### config.mk
export PLATFORM = sky130hd
export DESIGN_NAME = led_rgb_duty_decoder
export DESIGN_NICKNAME = d
export VERILOG_FILES = /design/src/rtl/led_rgb_duty_decoder_pkg.sv /design/src/rtl/led_duty_channel.sv /design/src/rtl/led_rgb_duty_decoder.sv
export SDC_FILE = /design/constraint.sdc
export NUM_CORES = 1
export LEC_CHECK = 0
export CAP_MARGIN = 10
export CORE_ASPECT_RATIO = 2
export CORE_MARGIN = 2
export CORE_UTILIZATION = 30
export DETAILED_ROUTE_END_ITERATION = 16
export PLACE_DENSITY_LB_ADDON = 0.08
export SLEW_MARGIN = 20
export SYNTH_ARGS = -nofsm -noshare
export SYNTH_HDL_FRONTEND = slang
export SYNTH_SLANG_ARGS = --single-unit
export TNS_END_PERCENT = 5
### constraint.sdc
create_clock -name clk -period 11 [get_ports clk]
set_input_delay 2.2 -clock clk [delete_from_list [all_inputs] [get_ports clk]]
set_output_delay 2.2 -clock clk [all_outputs]
set_load 0.01 [all_outputs]
### src/rtl/led_rgb_duty_decoder_pkg.sv
// Shared constants, sample classification type and helpers for the RGB PWM duty decoder.
// Build option LED_DECODE_ERR_EN enables mixed-sample error reporting.
package led_rgb_duty_decoder_pkg;

    localparam int WINDOW_LEN = 256;
    localparam int COUNT_W    = 9;
    localparam int WIN_W      = 8;
    localparam int NIB_W      = 4;
    localparam int BRIGHT_W   = 8;
    localparam int N_CH       = 3;

    localparam logic [1:0] LVL_OFF  = 2'b00;
    localparam logic [1:0] LVL_LOW  = 2'b01;
    localparam logic [1:0] LVL_MID  = 2'b10;
    localparam logic [1:0] LVL_HIGH = 2'b11;

    typedef enum logic [1:0] {
        SAMPLE_LOW   = 2'd0,
        SAMPLE_HIGH  = 2'd1,
        SAMPLE_MIXED = 2'd2
    } sample_t;

    function automatic logic [COUNT_W-1:0] abs_diff(
        input logic [COUNT_W-1:0] a,
        input logic [COUNT_W-1:0] b
    );
        return (a >= b) ? (a - b) : (b - a);
    endfunction

endpackage

### src/rtl/led_duty_channel.sv
// One colour channel: samples its PWM nibble, counts high samples over a window and
// classifies the final count against brightness-derived targets. Honours LED_DECODE_ERR_EN.
module led_duty_channel
    import led_rgb_duty_decoder_pkg::*;
(
    input  logic                clk,
    input  logic                reset,
    input  logic                clear,
    input  logic                win_start,
    input  logic [NIB_W-1:0]    nibble,
    input  logic [BRIGHT_W-1:0] b_lat,
    output logic [1:0]          level,
    output logic                err
);

    sample_t              samp;
    logic                 is_high;
    logic [COUNT_W-1:0]   count_reg;
    logic [COUNT_W-1:0]   count_total;
    logic [COUNT_W-1:0]   t1, t2, t3;
    logic [COUNT_W-1:0]   d1, d2, d3;

    always_comb begin
        samp = SAMPLE_MIXED;
        if (nibble == 4'b1111)
            samp = SAMPLE_HIGH;
        else if (nibble == 4'b0000)
            samp = SAMPLE_LOW;
    end

`ifdef LED_DECODE_ERR_EN
    logic mixed_reg;
    logic mixed_total;

    assign is_high     = (samp == SAMPLE_HIGH);
    assign mixed_total = (win_start ? 1'b0 : mixed_reg) | (samp == SAMPLE_MIXED);
    assign err         = mixed_total | ((b_lat == '0) && (count_total != '0));

    always_ff @(posedge clk or posedge reset) begin
        if (reset)
            mixed_reg <= 1'b0;
        else if (clear)
            mixed_reg <= 1'b0;
        else
            mixed_reg <= mixed_total;
    end
`else
    // Without error reporting a mixed nibble is resolved by its MSB.
    assign is_high = (samp == SAMPLE_HIGH) | ((samp == SAMPLE_MIXED) & nibble[3]);
    assign err     = 1'b0;
`endif

    // count_total includes the current sample, so at window end it is the full-window count.
    assign count_total = (win_start ? '0 : count_reg) + {{(COUNT_W-1){1'b0}}, is_high};

    always_ff @(posedge clk or posedge reset) begin
        if (reset)
            count_reg <= '0;
        else if (clear)
            count_reg <= '0;
        else
            count_reg <= count_total;
    end

    assign t1 = {1'b0, b_lat} / 9'd3;
    assign t2 = {1'b0, b_lat} / 9'd2;
    assign t3 = {1'b0, b_lat};
    assign d1 = abs_diff(count_total, t1);
    assign d2 = abs_diff(count_total, t2);
    assign d3 = abs_diff(count_total, t3);

    // Ties favour the lower code because each test uses <=.
    always_comb begin
        level = LVL_OFF;
        if (count_total == '0 || b_lat == '0)
            level = LVL_OFF;
        else if (d1 <= d2 && d1 <= d3)
            level = LVL_LOW;
        else if (d2 <= d3)
            level = LVL_MID;
        else
            level = LVL_HIGH;
    end

endmodule

### src/rtl/led_rgb_duty_decoder.sv
// Recovers 2-bit brightness levels for R, G and B from a 12-bit PWM bus over 256-sample windows.
// Define LED_DECODE_ERR_EN to report mixed-sample and zero-brightness decode errors.
module led_rgb_duty_decoder
    import led_rgb_duty_decoder_pkg::*;
(
    input  logic                clk,
    input  logic                reset,
    input  logic [11:0]         led_RGB,
    input  logic [7:0]          LedRGBBright,
    input  logic                clear,
    output logic [5:0]          interrupt,
    output logic                level_valid,
    output logic [2:0]          err
);

    logic [WIN_W-1:0]    win_cnt_reg;
    logic [BRIGHT_W-1:0] b_lat_reg;
    logic                win_start;
    logic                win_end;
    logic [1:0]          ch_level [N_CH];
    logic [N_CH-1:0]     ch_err;

    assign win_start = (win_cnt_reg == '0);
    assign win_end   = (win_cnt_reg == WIN_W'(WINDOW_LEN - 1));

    // Channel index 0 is B, 1 is G, 2 is R, matching the nibble order on led_RGB.
    generate
        for (genvar gi = 0; gi < N_CH; gi++) begin : g_ch
            led_duty_channel u_ch (
                .clk       (clk),
                .reset     (reset),
                .clear     (clear),
                .win_start (win_start),
                .nibble    (led_RGB[gi*NIB_W +: NIB_W]),
                .b_lat     (b_lat_reg),
                .level     (ch_level[gi]),
                .err       (ch_err[gi])
            );
        end
    endgenerate

    always_ff @(posedge clk or posedge reset) begin
        if (reset) begin
            win_cnt_reg <= '0;
            b_lat_reg   <= '0;
            interrupt   <= '0;
            level_valid <= 1'b0;
            err         <= '0;
        end else if (clear) begin
            win_cnt_reg <= '0;
            level_valid <= 1'b0;
        end else begin
            win_cnt_reg <= win_cnt_reg + 1'b1;
            if (win_start)
                b_lat_reg <= LedRGBBright;
            level_valid <= win_end;
            if (win_end) begin
                interrupt <= {ch_level[2], ch_level[1], ch_level[0]};
                err       <= ch_err;
            end
        end
    end

endmodule

# [Word-level counts from Yosys, hierarchy flattened]
# Index checks and enable logic that the tools add are counted.
[totals] out_inout_bits=10 ff_bits=50 inputBits=23
[classes] n_bitwise=7 n_reduce_logical=16 n_addsub=22 mux=32 n_eq_ne=10 div=1 order_cmp=18
[ops] op="9-bit 2-to-1 mux" n=15
[ops] op="9-bit less-or-equal comparator" n=9
[ops] op="9-bit subtractor" n=6
[ops] op="9-bit by 1-bit adder with 9-bit output" n=3
[ops] op="9-bit by 7-bit >= comparator with 1-bit output" n=3
[ops] op="9-bit by 8-bit >= comparator with 1-bit output" n=3
[ops] op="9-bit >= comparator" n=3
[ops] op="9-bit logical NOT" n=3
[ops] op="7-bit by 9-bit subtractor with 9-bit output" n=3
[ops] op="8-bit by 9-bit subtractor with 9-bit output" n=3
[ops] op="9-bit by 7-bit subtractor with 9-bit output" n=3
[ops] op="9-bit by 8-bit subtractor with 9-bit output" n=3
[ops] op="2-bit 2-to-1 mux" n=12
[ops] op="8-bit logical NOT" n=2
[ops] op="4-bit == test, second input constant" n=3
[ops] op="4-bit logical NOT" n=3
[ops] op="8-bit by 2-bit divider with 9-bit output, second input constant" n=1
[ops] op="8-bit by 1-bit adder with 8-bit output, second input constant" n=1
[ops] op="8-bit == test, second input constant" n=1
[ops] op="8-bit 2-to-1 mux" n=1
[ops] op="2-bit by 1-bit == test with 1-bit output, second input constant" n=3
[ops] op="2-bit == test, second input constant" n=3
[ops] op="1-bit 2-to-1 mux" n=4
[ops] op="2-bit AND reduction" n=2
[ops] op="other kinds (5)" n=13

# [Longest topological paths before layout]
# Gate-level depths: netlist of the first run.
[depth] ltp_word=13 ltp_mapped=44 depth_no_buf=39

# [By module]
# Synthesis of the first run repeated with hierarchy kept, for this count alone.
[hier_totals] cells_unflattened=1696 hier_area_um2=13410.4
[by_module_without_submodules] mod="led_duty_channel at g_ch[1].u_ch" area_per_inst_um2=4187.8 cells_per_inst=550 instances=1
[by_module_without_submodules] mod="led_duty_channel at g_ch[2].u_ch" area_per_inst_um2=4106.4 cells_per_inst=529 instances=1
[by_module_without_submodules] mod="led_duty_channel at g_ch[0].u_ch" area_per_inst_um2=4032.6 cells_per_inst=539 instances=1
[by_module_without_submodules] mod="led_rgb_duty_decoder" area_per_inst_um2=1083.5 cells_per_inst=78 instances=1

# [Worst setup path before layout of the first run]
# Ideal clock, no wire load.
[synth_path] kind="register to register" start="reg b_lat_reg[6]" end="reg interrupt[0]" setup_time_ns=0.120 path_buffers=4 path_stages_with_launch=40 setup_slack_ns=2.810 arrival_time_ns=8.070 required_time_ns=10.880 synth_period_minus_slack_ns=8.190 path_cell_list="dfrtp_1 > buf_4 > clkbuf_1 > clkbuf_1 > ha_1 > buf_2 > nor2b_1 > o31ai_4 > o32a_2 > a2111oi_4 > o21ai_2 > nand2b_4 > clkinv_2 > xnor2_1 > ha_1 > inv_1 > a21oi_1 > maj3_1 > (+4 left out) > ha_1 > nor2b_1 > o21ai_0 > a21oi_1 > a211oi_1 > o211ai_1 > mux2i_1 > o21ai_0 > a21boi_0 > nand4b_1 > o2111ai_1 > xor2_1 > ha_1 > nand4_1 > nor3_1 > mux2_4 > or4_1 > o211a_1"
[synth_via] elab_chain_len=7
[synth_rtl] item="start, declared" line_no="led_rgb_duty_decoder.sv:17" text="logic [BRIGHT_W-1:0] b_lat_reg;"
[synth_rtl] item="start signal, assigned" line_no="led_rgb_duty_decoder.sv:55" text="b_lat_reg <= LedRGBBright;"
[synth_rtl] item="8-bit by 2-bit divider with 9-bit output" line_no="led_duty_channel.sv:65" text="assign t1 = {1'b0, b_lat} / 9'd3;"
[synth_rtl] item="9-bit subtractor / 9-bit >= comparator (equally long branches)" line_no="led_rgb_duty_decoder_pkg.sv:27" text="return (a >= b) ? (a - b) : (b - a);"
[synth_rtl] item="9-bit 2-to-1 mux" line_no="led_rgb_duty_decoder_pkg.sv:27"
[synth_rtl] item="9-bit less-or-equal comparator" line_no="led_duty_channel.sv:77" text="else if (d1 <= d2 && d1 <= d3)"
[synth_rtl] item="1-bit logical AND" line_no="led_duty_channel.sv:77"
[synth_rtl] item="2-bit 2-to-1 mux" line_no="led_duty_channel.sv:77"
[synth_rtl] item="2-bit 2-to-1 mux (*)" line_no="led_duty_channel.sv:75" text="if (count_total == '0 || b_lat == '0)"
[synth_rtl] item="end signal, assigned" line_no="led_rgb_duty_decoder.sv:58" text="interrupt <= {ch_level[2], ch_level[1], ch_level[0]};"
[synth_rtl] item="end, declared" line_no="led_rgb_duty_decoder.sv:11" text="output logic [5:0] interrupt,"
# Every way passes the cells marked *; elsewhere a longest branch is shown, timed or not.
# A chain may end at the register's enable or synchronous reset.

# [Final worst setup path of the first run]
[layout_path] start="reg b_lat_reg[5]" end="reg interrupt[3]"
# Same word-level chain as after synthesis.

==> results_dict.tcl, run 1 <==
set metrics [dict create \
    grt_use_met1_pct 21.2 \
    hold-path-cell-count 2 \
    vias 10002 \
    first_pass_iters 5 \
    ctsResizeCount 0 \
    io_pins 33 \
    cts.hold.buffers_added 0 \
    seq_area_frac_synth_pct 11.3 \
    r2r_cells 35 \
    areaGrowthSynthToFinish_pct 7.98 \
    p_sw_share_pct 55.8 \
    ys_seq_elements 50 \
    top_usage_layer "met2" \
    path_class "reg -> reg" \
    cpMaxStageDelayCell "dfrtp_1" \
    most-common-layout-cells "ha_1 (224), inv_1 (122), a21oi_1 (97)" \
    crit_arrival_ps 9710 \
    pre_cts_slack_ps 1390 \
    max-vdd-ir-drop_mv 0.126 \
    largest_register_ffs 27 \
    drc 0 \
    fin_crit_ps 9510 \
    rows 99 \
    critPathTopFamily "compound AO/OA/AOI/OAI gates" \
    crit_cells 35 \
    syn_area_um2 11100 \
    synth_top_flop_cell "dfrtp_1" \
    powerDensity_nw_per_um2 283 \
    fin_crit_sh_pct 86.5 \
    p_int_uw 1500 \
    die_w_um 140 \
    crit_buf_inv 3 \
    setup_viol 0 \
    status "finished, final reports clean" \
    power_uw 3380 \
    routed_via_density 5.46 \
    wire_per_inst_um 23.1 \
    slew_headroom_pct 26.3 \
    cts.sinks 50 \
    drt_iter0_drc 513 \
    htreeDepth 2 \
    final_common_cell "ha_1" \
    design_area_um2 11900 \
    pwr-share-seq_pct 6.1 \
    numCtsBuffers 5 \
    crit_fanout 12 \
    grt_max_degree 51 \
    yosysUniqueCellTypes 92 \
    comb_power_share_pct 88.2 \
    synth_edf_count 0 \
    core_area_um2 36400 \
    grt.overflow.total 0 \
    place_congestion 0.856 \
    final_antenna_net_count 0 \
    worstSkewPairLatency_ps 310 \
    rsz0062_at_grt "false" \
    tightestPinTransition_ps 1100 \
    hold_class "reg -> reg" \
    fin_nets 1640 \
    p_clk_share_pct 5.7 \
    clock_skew_ps 8.77 \
    post-dp-hpwl_mm 34.5 \
    p_switching_uw 1880 \
    synthArstFlopShare_pct 100 \
    die_h_um 275 \
    ctsLongestPathBuffers 2 \
    postSynthCellCount 1372 \
    start_kind "flop" \
    critPathRequiredTime_ps 11200 \
    drive_gt1_share_pct 6.32 \
    drv_slew 0 \
    yosysWarningCount 0 \
    end_kind "flop" \
    floorplan.initialDensity_pct 30.3 \
    track_usage_pct 21.9 \
    grt_pass1_vias 10428 \
    grtUsageMet3_pct 0.989 \
    hold_viol 0 \
    post-cts-setup-buffers 0 \
    wl_mm 42.3 \
    setup_tns_ps 0 \
    grt_pass1_wl_mm 63.5 \
    slowest_delay_ps 680 \
    maxCapViolations 0 \
    postSynthAreaPerCell_um2 8.05 \
    cts_tree "built" \
    worst_slack_ps 1490 \
    port_buffers 20 \
    cts_root_buffer "clkbuf_16" \
    fmax_ghz 0.105 \
    placed_area_um2 11800 \
    met2_usage_pct 45.3 \
    die_area_um2 38500 \
    static-leakage-power_uw 0.00558 \
    fillers 3926 \
    clk_pin_slew_ps 80 \
    antenna_found_initial 0 \
]
[metrics by stage]
step	cells	utilization (%)	hold WS [ps]
2_1_floorplan	1374	-	445
6_report	1831	32.8	485
5_1_grt	1830	32.8	505
4_1_cts	1830	32.8	492
3_3_place_gp	1822	32.3	478
3_5_place_dp	1822	32.3	479
[layout make-up]
class                      count  area (um^2)  area share (%)
multi-input combinational   1154         9130            76.5
sequential                    50         1250            10.5
tap                          454          568            4.76
inverter                     125          470            3.94
timing repair buffer          39          343            2.87
clock buffer                   5          125            1.05
clock inverter                 3         43.8           0.367
antenna                        1         2.50          0.0210
[cells in the mapped netlist (all sizes together), types with 7 or more instances]
| cell type | instances | area (um^2) |
|---|---|---|
| nor2b | 32 | 203 |
| mux2 | 23 | 263 |
| xnor2 | 56 | 490 |
| nor3 | 24 | 125 |
| o21bai | 17 | 128 |
| xor2 | 33 | 289 |
| a21o | 64 | 480 |
| nand4 | 31 | 194 |
| o211ai | 9 | 86.3 |
| nand3 | 35 | 175 |
| nor2 | 99 | 392 |
| and2 | 15 | 93.8 |
| buf | 13 | 95.1 |
| ha | 224 | 2800 |
| o21a | 17 | 135 |
| fa | 18 | 360 |
| clkbuf | 32 | 120 |
| mux2i | 37 | 370 |
| a31oi | 11 | 68.8 |
| o21ai | 101 | 509 |
| nand2b | 20 | 133 |
| a21boi | 11 | 82.6 |
| inv | 124 | 465 |
| dfrtp | 50 | 1250 |
| a211oi | 10 | 75.1 |
| or2 | 8 | 50.1 |
| nor4 | 7 | 50.1 |
| nand2 | 66 | 255 |
| a21oi | 98 | 494 |
[power by group through the flow]
stage / logic (uW) / clock network, uW / registers (uW)
after floorplan: 2110 / 0 / 216
after global placement: 2970 / 0 / 208
after detailed placement: 2980 / 0 / 208
after CTS: 3000 / 202 / 205
after global routing: 3330 / 204 / 206
final: 2980 / 193 / 205
[path summary, 6_finish.rpt]
check / slack [ps] / startpoint / endpoint
max reg2reg: 1490 / b_lat_reg[5] / interrupt[3]
min reg2reg: 480 / interrupt[4] / interrupt[4]
max: 1490 / b_lat_reg[5] / interrupt[3]
max in group asynchronous: 8100 / reset / g_ch[2].u_ch.count_reg[1]
min in group asynchronous: 2400 / reset / g_ch[1].u_ch.count_reg[8]
min: 480 / interrupt[4] / interrupt[4]
[cells by family (layout without fill, tap and decap cells)]
logic type	count (synthesis)	after routing	share of synthesized area, %
AO/OA/AOI/OAI	393	393	23.8
AND/OR/NAND/NOR	366	366	17.2
adder cells (fa/ha/maj)	243	243	28.7
buffers and inverters	170	172	6.20
XOR/XNOR	89	89	7.05
multiplexers	60	60	5.73
flip-flops	50	50	11.3
other	1	4	0.0339
[routing by layer]
metal / part of all wire (%) / routed length [um]
met1: 35 / 14900
met2: 57 / 23900
met3: 1.6 / 661
met5: 0 / 0
met4: 6.5 / 2760
[worst reg2reg max path, delay by kind of cell (launching register included)]
family,cells,cell delay (ps)
and+or+nand+nor,7,1290
muxes,1,400
buffers and inverters,3,650
xor gates and xnor gates,2,530
AOI/OAI and AO/OA,18,4790
adders and majority gates,4,1080
DFF,1,680
Power figures use the tool's default switching activity.
==> run 2: changes to the inputs <==
- CTS_CLUSTER_SIZE: default -> 30
==> results of run 2 <==
No change in the layout: final DEF, timing and power equal those of run 1.
